--- src/rtl/dmem_arbiter.sv ---
`default_nettype none
// ============================================================================
//  Module      : dmem_arbiter
//  Description : Two-port round-robin arbiter/sequencer for a single-port
//                data memory. Requester 0 (CPU load/store) and requester 1
//                (debug/DMA loader) issue word requests with a req/ack
//                handshake. The winner's request is latched, driven to the
//                memory for exactly one cycle, and the result is returned
//                with a one-cycle ack pulse. Every transaction takes 3 cycles
//                (IDLE -> ACCESS -> DONE).
//  Ports       : clk, rst              - clock, synchronous active-high reset
//                mN_req/we/addr/wdata  - requester N request fields (N=0,1)
//                mN_ack/rdata/err      - requester N completion (valid on ack)
//                mem_we/addr/wr_data   - memory write/address/write-data
//                mem_rd_data           - memory combinational read data
//  Revision    : 1.0 - initial release
// ============================================================================
module dmem_arbiter #(
    parameter int ADDR_W    = 32,
    parameter int DATA_W    = 32,
    parameter int MEM_WORDS = 32
) (
    input  logic              clk,
    input  logic              rst,
    input  logic              m0_req,
    input  logic              m0_we,
    input  logic [ADDR_W-1:0] m0_addr,
    input  logic [DATA_W-1:0] m0_wdata,
    output logic              m0_ack,
    output logic [DATA_W-1:0] m0_rdata,
    output logic              m0_err,
    input  logic              m1_req,
    input  logic              m1_we,
    input  logic [ADDR_W-1:0] m1_addr,
    input  logic [DATA_W-1:0] m1_wdata,
    output logic              m1_ack,
    output logic [DATA_W-1:0] m1_rdata,
    output logic              m1_err,
    output logic              mem_we,
    output logic [ADDR_W-1:0] mem_addr,
    output logic [DATA_W-1:0] mem_wr_data,
    input  logic [DATA_W-1:0] mem_rd_data
);

    localparam logic [ADDR_W-3:0] c_WORD_LIMIT = (ADDR_W-2)'(MEM_WORDS);

    typedef enum logic [1:0] {
        ST_IDLE   = 2'd0,
        ST_ACCESS = 2'd1,
        ST_DONE   = 2'd2
    } state_t;

    state_t              r_state;
    state_t              w_state_nxt;

    logic                r_prio;
    logic                r_win;
    logic                r_we;
    logic                r_err;
    logic [ADDR_W-1:0]   r_addr;
    logic [DATA_W-1:0]   r_wdata;
    logic [DATA_W-1:0]   r_rdata;

    logic                w_any;
    logic                w_win;
    logic                w_sel_we;
    logic [ADDR_W-1:0]   w_sel_addr;
    logic [DATA_W-1:0]   w_sel_wdata;
    logic                w_sel_err;
    logic                w_grant;
    logic                w_done;

    // Winner selection: a lone requester always wins; on contention the
    // requester named by r_prio wins.
    assign w_any       = m0_req | m1_req;
    assign w_win       = (m0_req & m1_req) ? r_prio : m1_req;
    assign w_sel_we    = w_win ? m1_we    : m0_we;
    assign w_sel_addr  = w_win ? m1_addr  : m0_addr;
    assign w_sel_wdata = w_win ? m1_wdata : m0_wdata;
    assign w_sel_err   = (w_sel_addr[1:0] != 2'b00) |
                         (w_sel_addr[ADDR_W-1:2] >= c_WORD_LIMIT);
    assign w_grant     = (r_state == ST_IDLE) & w_any;

    always_comb begin
        w_state_nxt = r_state;
        case (r_state)
            ST_IDLE:   if (w_any) w_state_nxt = ST_ACCESS;
            ST_ACCESS: w_state_nxt = ST_DONE;
            ST_DONE:   w_state_nxt = ST_IDLE;
            default:   w_state_nxt = ST_IDLE;
        endcase
    end

    always_ff @(posedge clk) begin
        if (rst) begin
            r_state <= ST_IDLE;
            r_prio  <= 1'b0;
            r_win   <= 1'b0;
            r_we    <= 1'b0;
            r_err   <= 1'b0;
            r_addr  <= '0;
            r_wdata <= '0;
            r_rdata <= '0;
        end else begin
            r_state <= w_state_nxt;
            if (w_grant) begin
                r_win   <= w_win;
                r_we    <= w_sel_we;
                r_err   <= w_sel_err;
                r_addr  <= w_sel_addr;
                r_wdata <= w_sel_wdata;
                r_prio  <= ~w_win;
            end
            // Capture read data on the edge that ends ACCESS; writes and
            // faulting accesses return zero.
            if (r_state == ST_ACCESS) begin
                r_rdata <= (r_we | r_err) ? '0 : mem_rd_data;
            end
        end
    end

    // The latched address/data only change on a grant, so driving them
    // directly gives "hold last value" outside ACCESS for free. The write
    // enable is gated with rst combinationally so a reset during ACCESS
    // prevents the write landing on that edge.
    assign mem_addr    = r_addr;
    assign mem_wr_data = r_wdata;
    assign mem_we      = (r_state == ST_ACCESS) & r_we & ~r_err & ~rst;

    assign w_done   = (r_state == ST_DONE);
    assign m0_ack   = w_done & ~r_win;
    assign m1_ack   = w_done &  r_win;
    assign m0_err   = m0_ack & r_err;
    assign m1_err   = m1_ack & r_err;
    assign m0_rdata = {DATA_W{m0_ack}} & r_rdata;
    assign m1_rdata = {DATA_W{m1_ack}} & r_rdata;

endmodule
`default_nettype wire

--- config.mk ---
export PLATFORM = sky130hd
export DESIGN_NAME = dmem_arbiter
export DESIGN_NICKNAME = d
export VERILOG_FILES = /design/src/rtl/dmem_arbiter.sv
export SDC_FILE = /design/constraint.sdc
export NUM_CORES = 1
export LEC_CHECK = 0
export CORE_AREA = 2 2 116 118
export CTS_BUF_LIST = sky130_fd_sc_hd__clkbuf_4
export DETAILED_ROUTE_END_ITERATION = 10
export DIE_AREA = 0 0 118 120
export PLACE_DENSITY = 0.79
export SYNTH_ARGS = -nofsm -noshare
export SYNTH_HDL_FRONTEND = slang
export SYNTH_SLANG_ARGS = --single-unit
--- constraint.sdc ---
create_clock -name clk -period 1.6 [get_ports clk]
set_input_delay 0.32 -clock clk [delete_from_list [all_inputs] [get_ports clk]]
set_output_delay 0.32 -clock clk [all_outputs]
set_load 0.03 [all_outputs]
# Yosys cells after proc, flatten, opt, wreduce, memory -nomap -nowiden
# Cells that the tools add are included.
# totals
output_inout_bits	133
reg_bits	102
in_bits	166
wordCells	39
# classes
eq_ne	3
n_reduce_logical	2
n_bitwise	18
muxes	7
n_lt_le_gt_ge	1
# op_table
operator	n
two-way mux 32 bit	3
bitwise AND 32 bit	2
greater-or-equal comparator 30 x 6 -> 1 bit, second input constant	1
bitwise AND 1 bit	9
NOT 1 bit	4
case mux 2 bit (2 select lines)	1
OR 1 bit	3
== test 2 x 1 -> 1 bit, second input constant	1
== test 2 bit, second input constant	1
logical NOT 2 bit	1
two-way mux 1 bit	2
two-way mux 2 bit	1
!= test 2 bit, second input constant	1
nonzero test 2 bit	1

# Depth between registers and ports, before layout
# depth
depth_word	5
mapped_depth	6
ltp_nobuf	5

# Least setup slack after synthesis
# Ideal clock, no wire load.
# synth_timing
kind	reg-to-output
from	register r_state[0]
to	output port mem_we
arrival_ps	1925
slack_ps	-645
path_stages_with_launch	5
cell_sequence	dfxtp_1 nand2b_1 buf_2 buf_1 nor4b_1
# synth_between
elab_chain_len	4
# synth_rtl
element	line	text
start, declared	53	state_t r_state;
start signal, assigned	105	r_state <= w_state_nxt;
== test 2 x 1 -> 1 bit	128	assign mem_we = (r_state == ST_ACCESS) & r_we & ~r_err & ~rst;
bitwise AND 1 bit (3 in a row)	128	
end, declared	39	output logic mem_we,
# No other way between the ends.

# Worst setup path after layout
# layout_timing
from	register r_state[0]
to	output port m1_rdata[19]
# layout_between
elab_chain_len	3
# layout_rtl
element	line	text
== test 2 bit	130	assign w_done = (r_state == ST_DONE);
bitwise AND 1 bit	132	assign m1_ack = w_done & r_win;
bitwise AND 32 bit	136	assign m1_rdata = {DATA_W{m1_ack}} & r_rdata;
end, declared	37	output logic [DATA_W-1:0] m1_rdata,
# No other way between the ends.

==> reports/qor.yml <==
status:
  status: "complete, but fails checks"
  violations: "negative setup slack"
synth:
  async_reset_ff_frac: 0
  yosysTopAreaCell: "dfxtp_1"
  synthesis.area_sq_um: 4390
  synth-seq-area-share: 0.465
  synth.net_count: 640
  synth_edf_count: 0
  ys_seq_elements: 102
  synth.area.top_cells: "dfxtp_1, and2_1, nor2_1"
  syn_avg_cell_area_sq_um: 9.27
  synth-main-ff-cell: "dfxtp_1"
  netlist.area_leader.share: 0.465
  synthDistinctLibCells: 29
  postSynthCellCount: 474
  yosysWarnings: 0
setup_path:
  critical_path.max_stage_delay_ns: 0.39
  r2r_cells: 7
  critical_path_class: "flip-flop to primary output"
  path_depth: 4
  critPathLaunchType: "flip-flop"
  crit_start: "r_state[0]$_SDFFE_PP0P_"
  path_common_cell: "buf_4"
  crit_chain: "and3b_2, buf_4, and2_1, buf_4"
  end_kind: "primary output"
  cpMaxStageDelayCell: "dfxtp_4"
  path_buf_inv: 2
  r2r-start: "r_state[0]$_SDFFE_PP0P_"
  cp_data_arrival_time_ns: 1.60
  cpLargestDelayFamily: "simple AND/OR/NAND/NOR gates"
  r2r_setup_slack_ns: -0.08
  critPathMaxFanout: 8
  endpoint: "m1_rdata[19]"
  critPathRequiredTime_ns: 1.28
  reg2reg_to: "mem_addr[5]$_SDFFE_PP0P_"
clock_network:
  numCtsBuffers: 9
  tritoncts: "yes"
  ctsHoldBuffers: 0
  cts_root_buf: "clkbuf_4"
  htree_levels: 3
  clkLatencyLatePin_ns: 0.44
  cts_buffer_depth: 2
  clkTransAtPathRegs_ns: 0.15
  cts.sinks: 102
sta:
  slew_viol_final: 0
  max_slew_margin: 0.680
  finalSetupViolCount: 106
  tightestPinTransition_ns: 0.480
  hold_violations: 0
  fmaxAchievable_mhz: 520
  fin_crit_ns: 1.92
  fin_crit_sh: 1.20
  fin_ws_ns: -0.324
  fin_skew_ns: 0.0202
  rsz0062_at_grt: "yes"
power_and_ir_drop:
  power_density_nw_per_um2: 775
  vdd_drop_max_v: 0.000395
  leakage_uw: 0.00354
placed_design:
  io_buffers: 298
  dpl.hpwl_um: 11900
  gp_congestion: 0.815
  dpl_cell_area_sq_um: 7600
global_routing:
  grt_pass1_wl_um: 25900
  grt_overflow: 0
  first_global_vias: 5035
  track_usage: 0.227
  antenna_found_initial: 1
  grt_max_degree: 103
floorplanning:
  die_w_um: 118
  dieArea_sq_um: 14200
  pin_count: 299
  start_util: 0.338
  core-area_sq_um: 13000
  die_h_um: 120
  rows: 42
route:
  routed_wirelength_um: 17500
  remaining_drc_errors: 0
  drt_iter0_markers: 461
  vias_per_cell: 5.24
  ant_nets: 0
  wire_per_inst_um: 18.2
  vias: 5042
  firstDrtPassIters: 8
final_layout:
  utilization: 0.642
  final_cell_mix: "clkdlybuf4s50_1, nor2_1, dfxtp_1"
  drive_gt1_frac: 0.242
  final_common_cell: "clkdlybuf4s50_1"
  fin_area_sq_um: 8330
  synthToLayoutAreaGrowth_pct: 89.7
  nNetsFinal: 948
run:
  drv_cap: 0
worst_hold_path:
  hp-class: "input pin to flip-flop"
==> worst min-delay path, delay by kind of cell <==
family | cells | cell delay [ns]
buffers and inverters | 2 | 0.36
and+or+nand+nor | 1 | 0.14
==> synthesized netlist by cell type (all sizes together) (2+ instances only) <==
library cell and instances:
nand2b 2, nand4 3, a22oi 32, and2 66, o21ai 2, a211oi 27
a222oi 38, nor4 12, nor3 4, nor2 105, buf 20, mux2i 26
dfxtp 102, clkbuf 25
==> power breakdown <==
group,leakage (uW),total (uW),internal [uW],switching (uW)
logic,0.00262,2080,1030,1050
clock network,0.0000776,1470,635,831
registers,0.000840,2900,2760,143
total,0.00354,6450,4430,2020
==> through the flow <==
| stage | hold slack, ns | power [uW] | setup TNS [ns] | setup slack (ns) | std cells |
|---|---|---|---|---|---|
| 2_1_floorplan | 0.468 | 3900 | -0.0659 | -0.0659 | 474 |
| 5_1_grt | 0.420 | 6760 | -29.16 | -0.406 | 963 |
| 4_1_cts | 0.408 | 6320 | -20.33 | -0.326 | 952 |
| 3_3_place_gp | 0.486 | 4890 | -14.48 | -0.284 | 931 |
| 6_report | 0.437 | 6450 | -20.20 | -0.324 | 963 |
| 3_5_place_dp | 0.480 | 4940 | -18.21 | -0.319 | 931 |
==> cell type report <==
type	count	area (sq um)
diodes	1	2.50
clock buffers	10	75.1
clock inverters	5	75.1
fillers	1059	4650
inverters	1	3.75
multi-input cells	326	2320
flip-flops and latches	102	2050
well taps	176	220
repair buffers	342	3580
==> metal layers <==
layer,vias to the layer above,share of wire,GRT usage
met5,-,0,0
met4,0,0.021,0.0715
met2,245,0.53,0.430
met3,33,0.079,0.0642
met1,2385,0.37,0.242
li1,2379,-,-
==> sequential cells by signal, indices dropped and copies added (netlist names) <==
register	count
mem_addr	32
mem_wr_data	32
r_rdata	32
r_state	2
r_err	1
r_prio	1
r_we	1
r_win	1
==> kinds of logic (layout without fill, tap and decap cells) <==
group,count (synthesis),count (layout),share of synthesized area
and+or+nand+nor,196,196,0.224
AOI/OAI and AO/OA,104,104,0.203
DFF,102,102,0.465
buffers and inverters,46,358,0.0487
muxes,26,26,0.0593
other,0,1,0
==> worst min-delay path by stage <==
stage,startpoint,slack [ns],endpoint,cells past startpoint
after floorplan,mem_rd_data[0],0.47,r_rdata[0]$_SDFFE_PP0N_,2
after global placement,mem_addr[30]$_SDFFE_PP0P_,0.49,mem_addr[30]$_SDFFE_PP0P_,2
after detailed placement,mem_addr[30]$_SDFFE_PP0P_,0.48,mem_addr[30]$_SDFFE_PP0P_,2
after CTS,rst,0.41,r_rdata[30]$_SDFFE_PP0N_,3
after global routing,rst,0.42,r_rdata[24]$_SDFFE_PP0N_,3
final,rst,0.44,r_rdata[12]$_SDFFE_PP0N_,3
==> repair_timing <==
item                                    4_1_cts  5_1_grt
endpoints found under the setup margin      133      160
pin swaps                                    22       14
cloned                                        2       10
resized for setup                           171       65
setup buffers                                 4        2
Note: power is estimated with default switching activity, not from simulation.
